==> src/rtl/keypad_cmd.sv <==
// keypad_cmd: scans a 4x4 active-low keypad, debounces,
// and emits one calculator command per press.
module keypad_cmd #(
  parameter int SCAN_DIV = 4,
  parameter int DEBOUNCE = 3,
  parameter int HOLD     = 2
) (
  input  logic       clock,
  input  logic       reset,
  input  logic [3:0] cols,
  input  logic [1:0] status,
  output logic [3:0] rows,
  output logic [3:0] cmd
);

  localparam logic [7:0] DIV_LAST  = 8'(SCAN_DIV - 1);
  localparam logic [7:0] DB_N      = 8'(DEBOUNCE);
  localparam logic [7:0] HOLD_LAST = 8'(HOLD - 1);
  localparam logic [3:0] CMD_IDLE  = 4'hF;
  localparam logic [1:0] ST_BUSY   = 2'b01;

  typedef enum logic [2:0] {
    SCAN,
    DEBOUNCING,
    WAIT_READY,
    SEND,
    RELEASE
  } state_t;

  // Key D maps to CMD_IDLE, which doubles as "no command".
  function automatic logic [3:0] key_code(
    input logic [1:0] r,
    input logic [1:0] c
  );
    logic [3:0] code;
    unique case ({r, c})
      4'h0: code = 4'h1;
      4'h1: code = 4'h2;
      4'h2: code = 4'h3;
      4'h3: code = 4'hA;
      4'h4: code = 4'h4;
      4'h5: code = 4'h5;
      4'h6: code = 4'h6;
      4'h7: code = 4'hB;
      4'h8: code = 4'h7;
      4'h9: code = 4'h8;
      4'hA: code = 4'h9;
      4'hB: code = 4'hC;
      4'hC: code = 4'hD;
      4'hD: code = 4'h0;
      4'hE: code = 4'hE;
      4'hF: code = CMD_IDLE;
    endcase
    return code;
  endfunction

  logic [3:0] sync1_q, sync1_d;
  logic [3:0] sync2_q, sync2_d;
  logic [7:0] dwell_q, dwell_d;
  logic [7:0] cnt_q, cnt_d;
  logic [7:0] hold_q, hold_d;
  logic [1:0] row_q, row_d;
  logic [1:0] col_q, col_d;
  logic [3:0] rows_q, rows_d;
  logic [3:0] cmd_q, cmd_d;
  state_t     state_q, state_d;

  logic       sample;
  logic       col_hit;
  logic [1:0] col_idx;
  state_t     acc_state;

  // Synchronizer and free-running row dwell counter.
  always_comb begin
    sync1_d = cols;
    sync2_d = sync1_q;
    sample  = (dwell_q == DIV_LAST);
    dwell_d = sample ? 8'd0 : dwell_q + 8'd1;
  end

  // Detect exactly one low column in the synced sample.
  always_comb begin
    col_hit = 1'b1;
    col_idx = 2'd0;
    unique case (sync2_q)
      4'b1110: col_idx = 2'd0;
      4'b1101: col_idx = 2'd1;
      4'b1011: col_idx = 2'd2;
      4'b0111: col_idx = 2'd3;
      default: col_hit = 1'b0;
    endcase
    acc_state = (key_code(row_q, col_idx) == CMD_IDLE)
              ? RELEASE : WAIT_READY;
  end

  // Next-state, counters and registered outputs.
  always_comb begin
    state_d = state_q;
    row_d   = row_q;
    col_d   = col_q;
    cnt_d   = cnt_q;
    hold_d  = hold_q;
    cmd_d   = CMD_IDLE;
    unique case (state_q)
      SCAN: begin
        if (sample) begin
          if (col_hit) begin
            col_d = col_idx;
            if (DB_N == 8'd1) begin
              cnt_d   = 8'd0;
              state_d = acc_state;
            end else begin
              cnt_d   = 8'd1;
              state_d = DEBOUNCING;
            end
          end else begin
            row_d = row_q + 2'd1;
          end
        end
      end
      DEBOUNCING: begin
        if (sample) begin
          if (col_hit && col_idx == col_q) begin
            if (cnt_q + 8'd1 == DB_N) begin
              cnt_d   = 8'd0;
              state_d = acc_state;
            end else begin
              cnt_d = cnt_q + 8'd1;
            end
          end else begin
            cnt_d   = 8'd0;
            row_d   = row_q + 2'd1;
            state_d = SCAN;
          end
        end
      end
      WAIT_READY: begin
        if (status != ST_BUSY) begin
          hold_d  = 8'd0;
          cmd_d   = key_code(row_q, col_q);
          state_d = SEND;
        end
      end
      SEND: begin
        if (hold_q == HOLD_LAST) begin
          cnt_d   = 8'd0;
          state_d = RELEASE;
        end else begin
          hold_d = hold_q + 8'd1;
          cmd_d  = key_code(row_q, col_q);
        end
      end
      RELEASE: begin
        if (sample) begin
          if (sync2_q == 4'hF) begin
            if (cnt_q + 8'd1 == DB_N) begin
              cnt_d   = 8'd0;
              row_d   = row_q + 2'd1;
              state_d = SCAN;
            end else begin
              cnt_d = cnt_q + 8'd1;
            end
          end else begin
            cnt_d = 8'd0;
          end
        end
      end
      default: begin
        cnt_d   = 8'd0;
        state_d = SCAN;
      end
    endcase
    rows_d = ~(4'b0001 << row_d);
  end

  // State and output registers, async active-high reset.
  always_ff @(posedge clock or posedge reset) begin
    if (reset) begin
      sync1_q <= 4'hF;
      sync2_q <= 4'hF;
      dwell_q <= 8'd0;
      cnt_q   <= 8'd0;
      hold_q  <= 8'd0;
      row_q   <= 2'd0;
      col_q   <= 2'd0;
      rows_q  <= 4'b1110;
      cmd_q   <= CMD_IDLE;
      state_q <= SCAN;
    end else begin
      sync1_q <= sync1_d;
      sync2_q <= sync2_d;
      dwell_q <= dwell_d;
      cnt_q   <= cnt_d;
      hold_q  <= hold_d;
      row_q   <= row_d;
      col_q   <= col_d;
      rows_q  <= rows_d;
      cmd_q   <= cmd_d;
      state_q <= state_d;
    end
  end

  assign rows = rows_q;
  assign cmd  = cmd_q;

endmodule

==> config.mk <==
export PLATFORM = sky130hd
export DESIGN_NAME = keypad_cmd
export DESIGN_NICKNAME = d
export VERILOG_FILES = /design/src/rtl/keypad_cmd.sv
export SDC_FILE = /design/constraint.sdc
export NUM_CORES = 1
export LEC_CHECK = 0
export CAP_MARGIN = 20
export CORE_ASPECT_RATIO = 0.8
export CORE_MARGIN = 3
export CORE_UTILIZATION = 64
export DETAILED_ROUTE_END_ITERATION = 7
export PLACE_DENSITY = 0.85
export SYNTH_ARGS = -nofsm -noshare
export SYNTH_HDL_FRONTEND = slang
export SYNTH_SLANG_ARGS = --single-unit
==> constraint.sdc <==
create_clock -name clock -period 7.5 [get_ports clock]
set_input_delay 0.75 -clock clock [delete_from_list [all_inputs] [get_ports clock]]
set_output_delay 0.75 -clock clock [all_outputs]
set_load 0.01 [all_outputs]
# [Yosys cells after proc, flatten, opt, wreduce, memory -nomap -nowiden]
# Memory sizes are Yosys's and may differ from the RTL's.
# Cells that the tools add are included.
# W data, S select, Z words.
[word_totals] word_cells=91 ram_bits=0 romBits=192 input_bits=8 out_inout_bits=8 latch_bits=0 reg_bits=47 mem_count=3
[classes] n_eq_ne=25 magnitude_cmp=0 div_mod_pow=0 shifts=1 addsub=4 multipliers=0 n_mux=38 n_reduce_logical=8 n_bitwise=2
[memory_table] memory="(name not given)" words=16 word_bits=4 rd=1 rd_ports_with_merged_regs=0 wr=0 line="36" text="unique case ({r, c})"
[memory_table] memory="(name not given)" words=16 word_bits=4 rd=1 rd_ports_with_merged_regs=0 wr=0 line="36"
[memory_table] memory="(name not given)" words=16 word_bits=4 rd=1 rd_ports_with_merged_regs=0 wr=0 line="36"
[ops] op="$mux W8" count=11
[ops] op="$pmux W8 S5" count=1
[ops] op="$mux W3" count=11
[ops] op="$add A8 B1 Y8 const B" count=3
[ops] op="$eq A4 B4 Y1 const B" count=5
[ops] op="$ne A2 B2 Y1 const B" count=9
[ops] op="$eq A8 B2 Y1 const B" count=2
[ops] op="$pmux W8 S2" count=1
[ops] op="$pmux W3 S5" count=1
[ops] op="$mux W2" count=7
[ops] op="$pmux W2 S3" count=2
[ops] op="$reduce_and A9 Y1" count=1
[ops] op="$eq A8 B1 Y1 const B" count=1
[ops] op="$mux W4" count=2
[ops] op="$pmux W4 S2" count=1
[ops] op="$eq A3 B2 Y1 const B" count=2
[ops] op="$reduce_and A3 Y1" count=2
[ops] op="$reduce_and A6 Y1" count=1
[ops] op="$eq A4 B3 Y1 const B" count=1
[ops] op="$not A4 Y4" count=1
[ops] op="$reduce_or A4 Y1" count=1
[ops] op="$shl A1 B2 Y4 const A" count=1
[ops] op="$eq A3 B1 Y1 const B" count=1
[ops] op="$eq A3 B3 Y1 const B" count=1
[ops] op="other kinds (9)" count=9

# [Depth between registers and ports, before layout]
# Gate-level depths: netlist of run 1.
[logic_depth] depth_word=9 mapped_depth=10 depth_no_buf=9

# [Worst setup path before layout of run 1]
# OpenSTA, ideal clock, no wires.
[synth_timing] kind="register -> register" from="register hold_q[1]" to="register state_q[1]" setup_time_ns=0.092 period_less_slack_ns=2.359 required_time_ns=7.408 path_buffers=0 setup_slack_ns=5.141 path_stages_with_launch=9 t_arrival_ns=2.267 path_cell_list="dfrtp_1 -> inv_1 -> ha_1 -> or4b_4 -> o41ai_4 -> o221ai_2 -> nand2b_4 -> or3_1 -> o31ai_2"
[synth_via] elab_chain_len=3
[synth_rtl] item="from (decl)" line="61" text="logic [7:0] hold_q, hold_d;"
[synth_rtl] item="from (signal assigned)" line="194" text="hold_q <= hold_d;"
[synth_rtl] item="$eq A8 B1 Y1" line="145" text="if (hold_q == HOLD_LAST) begin"
[synth_rtl] item="$ne A2 B2 Y1 (no line)"
[synth_rtl] item="$reduce_and A9 Y1 (no line)"
[synth_rtl] item="to (signal assigned)" line="199" text="state_q <= state_d;"
[synth_rtl] item="to (decl)" line="66" text="state_t state_q, state_d;"
# No other way between the ends.
# A chain may end at the register's enable or synchronous reset.

# [Final worst setup path of run 1]
[layout_timing] from="register sync2_q[3]" to="register cnt_q[3]"
[layout_via] elab_chain_len=7 elab_cells_between_ends=17 classes_between="eq/ne (7); mux (7); reduce/logical (3)"
[layout_rtl] item="from (decl)" line="58" text="logic [3:0] sync2_q, sync2_d;"
[layout_rtl] item="from (signal assigned)" line="191" text="sync2_q <= sync2_d;"
[layout_rtl] item="$eq A4 B3 Y1 or $eq A4 B4 Y1 (tied branches)" line="85" text="unique case (sync2_q)"
[layout_rtl] item="$pmux W2 S3 or $reduce_or A4 Y1 (tied branches)"
[layout_rtl] item="$eq A2 B2 Y1 or $mux W1 (tied branches)" line="123, 85"
[layout_rtl] item="$logic_and A1 B1 Y1" line="123" text="if (col_hit && col_idx == col_q) begin"
[layout_rtl] item="$mux W8" line="123"
[layout_rtl] item="$mux W8" line="122" text="if (sample) begin"
[layout_rtl] item="$pmux W8 S5" line="104" text="unique case (state_q)"
[layout_rtl] item="to (signal assigned)" line="193" text="cnt_q <= cnt_d;"
[layout_rtl] item="to (decl)" line="60" text="logic [7:0] cnt_q, cnt_d;"
# Parallel ways exist; a longest one is shown, timed or not. The select of a mux whose other input is x is not followed.

==> metrics, run 1 <==
switching power 0.000231 W; number of flops mapped to enable cells by yosys 0; peak supply drop between 0.00015 and 0.0002 V; crit path buf inv count 0; placer congestion estimate 0.921; register area share after synthesis 0.436; worst-path cell chain xnor2_1 > a2111oi_0 > o211ai_1 > or3_1 > a21oi_1 > a21o_1; Clock Sinks 47; RSZ-0062 raised after global routing no; most frequent cell after synthesis dfrtp_1; Yosys top cell by area dfrtp_1; Rows 20; IO buf count 15; DRC 0; # hold bufs at CTS 0; GR Util All Layers 0.231; slowest CP cell a2111oi_0; Die Span Y 64.5 µm; share of layout cells above drive strength 1 0.128; total of max-cap violations 0; area of the mapped netlist between 2000 and 3000 µm²; final hold viol count 0; CP delay by family, top compound AO/OA/AOI/OAI gates; Async SR Flop Fraction 1.00; initial antenna violation count 0; worst hold stages 0; Routed WL between 5000 and 6000 µm; flops & latches, synth between 40 and 50; Avg WL per Cell 15.4 µm; Critical Path AT 2.84 ns; die area roughly 5000 µm²; register share of total power 0.518; critical path startpoint category flop; Clock Path Buffers 2; area share of the largest cell type after synthesis 0.292; Critical Setup Path Class flop to flop; relative slew slack 0.376; Pwr per Cell Area 226 nW/µm²; Final ANT Viol Nets 0; min Tclk post-route roughly 2.6 ns; DP Wirelength 3760 µm; fin nets 309; TritonCTS clock tree yes; post_cts resized 0; clk_skew around 0.0039 ns; R2R cell count 6; area growth from synthesis to layout 9.41%; GRT Max-Usage Layer met2; Cells after Synth roughly 270; Root Driver clkbuf_8; Setup Buffers After CTS 0; Clk pin slew, worst setup/hold paths 0.10 ns; number of buffers created by CTS 5; met2 GRT Util 0.384; clock power share 0.238; IO Pins 16; slowest stage delay, CP 0.80 ns; Setup-failing EPs final 0; CP Max Fanout 10; internal cell power 0.000446 W; Die W ~80 µm; Comb power frac 0.244; library cells used by synthesis 59; setup TNS 0 ns; first-pass GRT wire length 9400 µm; largest net degree at the start of global routing 48; HP Class flop to flop; Data required, critical path 7.74 ns; Synth Warn # 0; Ant. Diodes 0; Top FF cell, synth dfrtp_1; synth top area cells dfrtp_1 (29%), dfstp_2 (14%), ha_1 (6.4%); GR Overflow Total 0; Initial Util 0.693; met3 GRT Util 0.0486; Total Power a little under 0.0007 W; leakage approximately 1.3 nW; via count roughly 2100; 1st-pass router iterations 5; Max Slew Vio Count 0; Clk Latency, worst-skew pair 0.30 ns; status completed; syn_nets 296; detail-routed via count per cell 6.13; Fmax slightly below 0.4 GHz; Global Route met1 Usage 0.307; Post-synth top cells dfrtp_1 (32), nand2_1 (25), nor2_1 (22), dfstp_2 (15); crit share post-route 0.347; CORE AREA 3950 µm²; Mean Syn Cell Area 10.0 µm²; vias in the first global route around 2100; Tightest Pin Transition 0.935 ns; Net Sw Frac 0.342; initial DRC count 163; crit end category flop; H-tree levels 2; WP depth 6; Filler cells around 310
[layout by cell type, fill, tap and decap left out, types with 2 or more instances in the layout]
| master | n |
|---|---|
| dfstp_2 | 15 |
| or2_2 | 2 |
| o41ai_1 | 2 |
| xnor2_1 | 8 |
| and2_1 | 2 |
| inv_1 | 12 |
| mux2i_1 | 8 |
| a22o_1 | 5 |
| nand2_1 | 25 |
| ha_1 | 14 |
| nor3_1 | 5 |
| nand4b_1 | 3 |
| and3_1 | 8 |
| o31ai_1 | 2 |
| dfrtp_1 | 32 |
| nand4_1 | 3 |
| nand3_1 | 14 |
| a21oi_1 | 5 |
| clkbuf_8 | 5 |
| o21ai_0 | 14 |
| o2111ai_1 | 2 |
| o211ai_1 | 8 |
| nor4b_1 | 2 |
| nor2_1 | 22 |
| a211oi_1 | 2 |
| nor4_1 | 2 |
| nor4bb_1 | 2 |
| nor2b_1 | 4 |
| clkdlybuf4s50_1 | 15 |
| xor2_1 | 10 |
| nand3b_1 | 2 |
| inv_6 | 2 |
| or3_1 | 4 |
[cell families (layout without fill, tap and decap cells)]
kind of cell / Yosys count / count (layout) / synth area share
AOI/OAI and AO/OA: 53 / 53 / 0.147
DFF: 47 / 47 / 0.436
buffers and inverters: 22 / 36 / 0.0384
and+or+nand+nor: 111 / 111 / 0.224
xor gates and xnor gates: 18 / 18 / 0.0575
muxes: 9 / 9 / 0.0333
adders and majority gates: 14 / 14 / 0.0639
[state kept, by name, indices dropped and copies added (netlist names)]
signal / count
cmd: 4
sync1_q: 4
sync2_q: 4
hold_q: 8
row_q: 2
rows: 4
dwell_q: 8
col_q: 2
state_q: 3
cnt_q: 8
[stage by stage]
stage | std cells | instance area [µm²] | hold slack (ns) | setup WS (ns) | utilization
final | 343 | 3000 | 0.362 | 4.90 | 0.758
after global routing | 343 | 3000 | 0.367 | 4.63 | 0.758
after CTS | 343 | 3000 | 0.363 | 4.92 | 0.758
after detailed placement | 335 | 2900 | 0.349 | 4.96 | 0.734
after global placement | 335 | 2900 | 0.346 | 5.06 | 0.734
after floorplan | 274 | 2740 | 0.345 | 5.14 | -
[layer usage]
layer | part of all wire | vias up
met5 | 0 | -
met4 | 0.0055 | 0
met3 | 0.042 | 4
met2 | 0.48 | 50
met1 | 0.47 | 1036
li1 | - | 1013
[power groups by stage]
| stage | Clock, W | Combinational [W] | Sequential (W) |
|---|---|---|---|
| after CTS | 0.000164 | 0.000166 | 0.000350 |
| after global placement | 0 | 0.000159 | 0.000351 |
| after detailed placement | 0 | 0.000164 | 0.000353 |
| final | 0.000161 | 0.000165 | 0.000351 |
| after global routing | 0.000175 | 0.000188 | 0.000361 |
| after floorplan | 0 | 0.000141 | 0.000328 |
[worst paths after layout]
check / slack, ns / end / start
worst max register to register: 4.90 / cnt_q[3]$_DFFE_PP0P_ / sync2_q[3]$_DFF_PP1_
max in group asynchronous: 5.93 / hold_q[5]$_DFFE_PP0P_ / reset
min in group asynchronous: 0.99 / dwell_q[3]$_DFF_PP0_ / reset
worst max-delay path: 4.90 / cnt_q[3]$_DFFE_PP0P_ / sync2_q[3]$_DFF_PP1_
worst min register to register: 0.36 / sync2_q[2]$_DFF_PP1_ / sync1_q[2]$_DFF_PP1_
worst min-delay path: 0.36 / sync2_q[2]$_DFF_PP1_ / sync1_q[2]$_DFF_PP1_
[area by class of cell]
type	instances	area, µm²	share of cell area
clock buffer	5	68.8	0.0230
clock inverter	3	26.3	0.00876
inverter	13	48.8	0.0163
multi-input combinational	205	1440	0.480
sequential	47	1190	0.399
tap	55	68.8	0.0230
timing repair buffer	15	150	0.0501
[worst reg2reg max path, stage by stage (launching register included)]
cell and delay, ns:
dfstp_2 0.64, xnor2_1 0.15, a2111oi_0 0.80, o211ai_1 0.34, or3_1 0.38, a21oi_1 0.13, a21o_1 0.11
(Power assumes the default switching activity.)
==> run 2: changes to the inputs <==
--- a/config.mk
+++ b/config.mk
@@ -8,9 +8,9 @@
 export CAP_MARGIN = 20
 export CORE_ASPECT_RATIO = 0.8
 export CORE_MARGIN = 3
-export CORE_UTILIZATION = 64
+export CORE_UTILIZATION = 59
 export DETAILED_ROUTE_END_ITERATION = 7
-export PLACE_DENSITY = 0.85
+export PLACE_DENSITY = 0.79
 export SYNTH_ARGS = -nofsm -noshare
 export SYNTH_HDL_FRONTEND = slang
 export SYNTH_SLANG_ARGS = --single-unit
==> constraint.sdc (replaced) <==
create_clock -name clock -period 2.7 [get_ports clock]
set_input_delay 0.27 -clock clock [delete_from_list [all_inputs] [get_ports clock]]
set_output_delay 0.27 -clock clock [all_outputs]
set_load 0.01 [all_outputs]
==> metrics, run 2 (same netlist as run 1, synthesis figures left out) <==
status completed; Data required, critical path 2.95 ns (-4.79 ns); # hold bufs at CTS 0 (unchanged); CP Max Fanout 10 (unchanged); commonest non-fill, non-tap cells in the layout dfrtp_1 (32), nand2_1 (25), nor2_1 (22); Filler cells 318 (+2.3%); RSZ-0062 raised after global routing no; IO buf count 15 (unchanged); Die Span Y 67.0 µm (+3.8%); crit end category flop; final worst slack 0.222 ns (-4.68 ns); Avg WL per Cell 15.1 µm (-2.5%); min Tclk post-route 2.48 ns (-0.123 ns); CP startpoint sync2_q[3]$_DFF_PP1_; Hold WS 0.317 ns (-0.0450 ns); fin nets 312 (+0.97%); detail-routed via count per cell 5.90 (-3.8%); relative slew slack 0.594 (+0.219); Place WS 0.236 ns (-4.72 ns); initial antenna violation count 0 (unchanged); critical path endpoint cnt_q[5]$_DFFE_PP0P_; Setup-failing EPs final 0 (unchanged); Clock Path Buffers 2 (unchanged); area growth from synthesis to layout 12.5%; Initial Util 0.632 (-0.0610); number of buffers created by CTS 5 (unchanged); critical path startpoint category flop; Clk pin slew, worst setup/hold paths 0.09 ns (about the same); crit share post-route 0.918 (+0.571); Clk Latency, worst-skew pair 0.31 ns (about the same); placer congestion estimate 0.868 (-5.8%); 1st-pass router iterations 4 (-1); IO Pins 16 (unchanged); final hold viol count 0 (unchanged); leakage 1.29 nW (+2.8%); CORE AREA 4340 µm² (+9.7%); Largest regs cnt_q (8), dwell_q (8), hold_q (8); Routed WL 5240 µm (-1.1%); vias in the first global route 1889 (-9.9%); final core utilization 0.711 (-0.0471); DRC 0 (unchanged); Root Driver clkbuf_8; post_cts resized 0 (unchanged); Critical R2R Capture cnt_q[5]$_DFFE_PP0P_; Rows 21 (+5.0%); Tightest Pin Transition 0.601 ns (-0.334 ns); R2R Setup Slk 0.22 ns (-4.68 ns); setup TNS 0 ns (unchanged); DP Wirelength 3660 µm (-2.7%); Clock Sinks 47 (unchanged); Pwr per Cell Area 669 nW/µm² (+200%); commonest non-fill, non-tap cell in the layout dfrtp_1; Critical Path AT 2.73 ns (-0.11 ns); GR Util All Layers 0.214 (-0.0163); R2R cell count 6 (unchanged); clk_skew 0.00940 ns (+0.00545 ns); Max Slew Vio Count 0 (unchanged); Final ANT Viol Nets 0 (unchanged); GR Overflow Total 0 (unchanged); peak supply drop 0.000534 V (+220%); first-pass GRT wire length 9010 µm (-4.2%); largest net degree at the start of global routing 48 (unchanged); Setup Buffers After CTS 0 (unchanged); total of max-cap violations 0 (unchanged); via count 2053 (-2.4%); Die W 82.2 µm (+3.8%); reg2reg start sync2_q[3]$_DFF_PP1_; H-tree levels 2 (unchanged); initial DRC count 178 (+9.2%); Total Power 0.00206 W (+200%); Fmax 0.404 GHz (+5.0%); share of layout cells above drive strength 1 0.141 (+0.0124); Ant. Diodes 0 (unchanged); die area 5500 µm² (+7.7%); HP Class primary input to async pin; TritonCTS clock tree yes; Critical Setup Path Class flop to flop
-- run 2: area by class of cell --
cell class	instances	area (µm²)	share of cell area
clock buffers	5	68.8	0.0223
multi-input cells	205	1450	0.469
well taps	57	71.3	0.0231
flip-flops and latches	47	1190	0.388
inverters	13	48.8	0.0158
clock inverters	3	67.6	0.0219
repair buffers	18	185	0.0601
-- run 2: per-layer routing --
metal,vias to the layer above,GRT usage,wire length [µm]
li1,1023,-,-
met1,988,0.321,2600
met2,37,0.311,2380
met3,5,0.0446,214
met4,0,0.0560,45
met5,-,0,0
-- run 2: critical path: stages (launching register included) --
cell,delay (ns)
dfstp_2,0.63
or3b_2,0.46
a211oi_1,0.37
o31ai_1,0.20
a2bb2oi_2,0.21
nor2_1,0.34
a22o_1,0.20
-- run 2: power by group --
group	switching [W]	leakage [nW]	total (W)	internal (W)
Clock	0.000252	0.0644	0.000621	0.000369
Combinational	0.000234	0.669	0.000472	0.000238
Sequential	0.000154	0.556	0.000971	0.000817
Total	0.000639	1.29	0.00206	0.00142
-- run 2: worst min path at each step --
stage	startpoint	endpoint	cells after the start
global placement	sync1_q[1]$_DFF_PP1_	sync2_q[1]$_DFF_PP1_	0
floorplan	cols[0]	sync1_q[0]$_DFF_PP1_	0
finish	reset	dwell_q[4]$_DFF_PP0_	3
CTS	reset	dwell_q[4]$_DFF_PP0_	3
detailed placement	sync1_q[1]$_DFF_PP1_	sync2_q[1]$_DFF_PP1_	0
global route	cols[2]	sync1_q[2]$_DFF_PP1_	1
-- run 2: metrics by stage --
step / cells / area [µm²]
final: 348 / 3080
after CTS: 348 / 3080
after detailed placement: 340 / 2940
after global routing: 348 / 3080
after floorplan: 274 / 2740
after global placement: 340 / 2940
==> run 3: changes to the inputs <==
--- a/config.mk
+++ b/config.mk
@@ -9,6 +9,7 @@
 export CORE_ASPECT_RATIO = 0.8
 export CORE_MARGIN = 3
 export CORE_UTILIZATION = 59
+export CTS_CLUSTER_SIZE = 28
 export DETAILED_ROUTE_END_ITERATION = 7
 export PLACE_DENSITY = 0.79
 export SYNTH_ARGS = -nofsm -noshare
==> results of run 3 <==
Same layout as run 2: the final DEF is identical, and so are final timing and power.
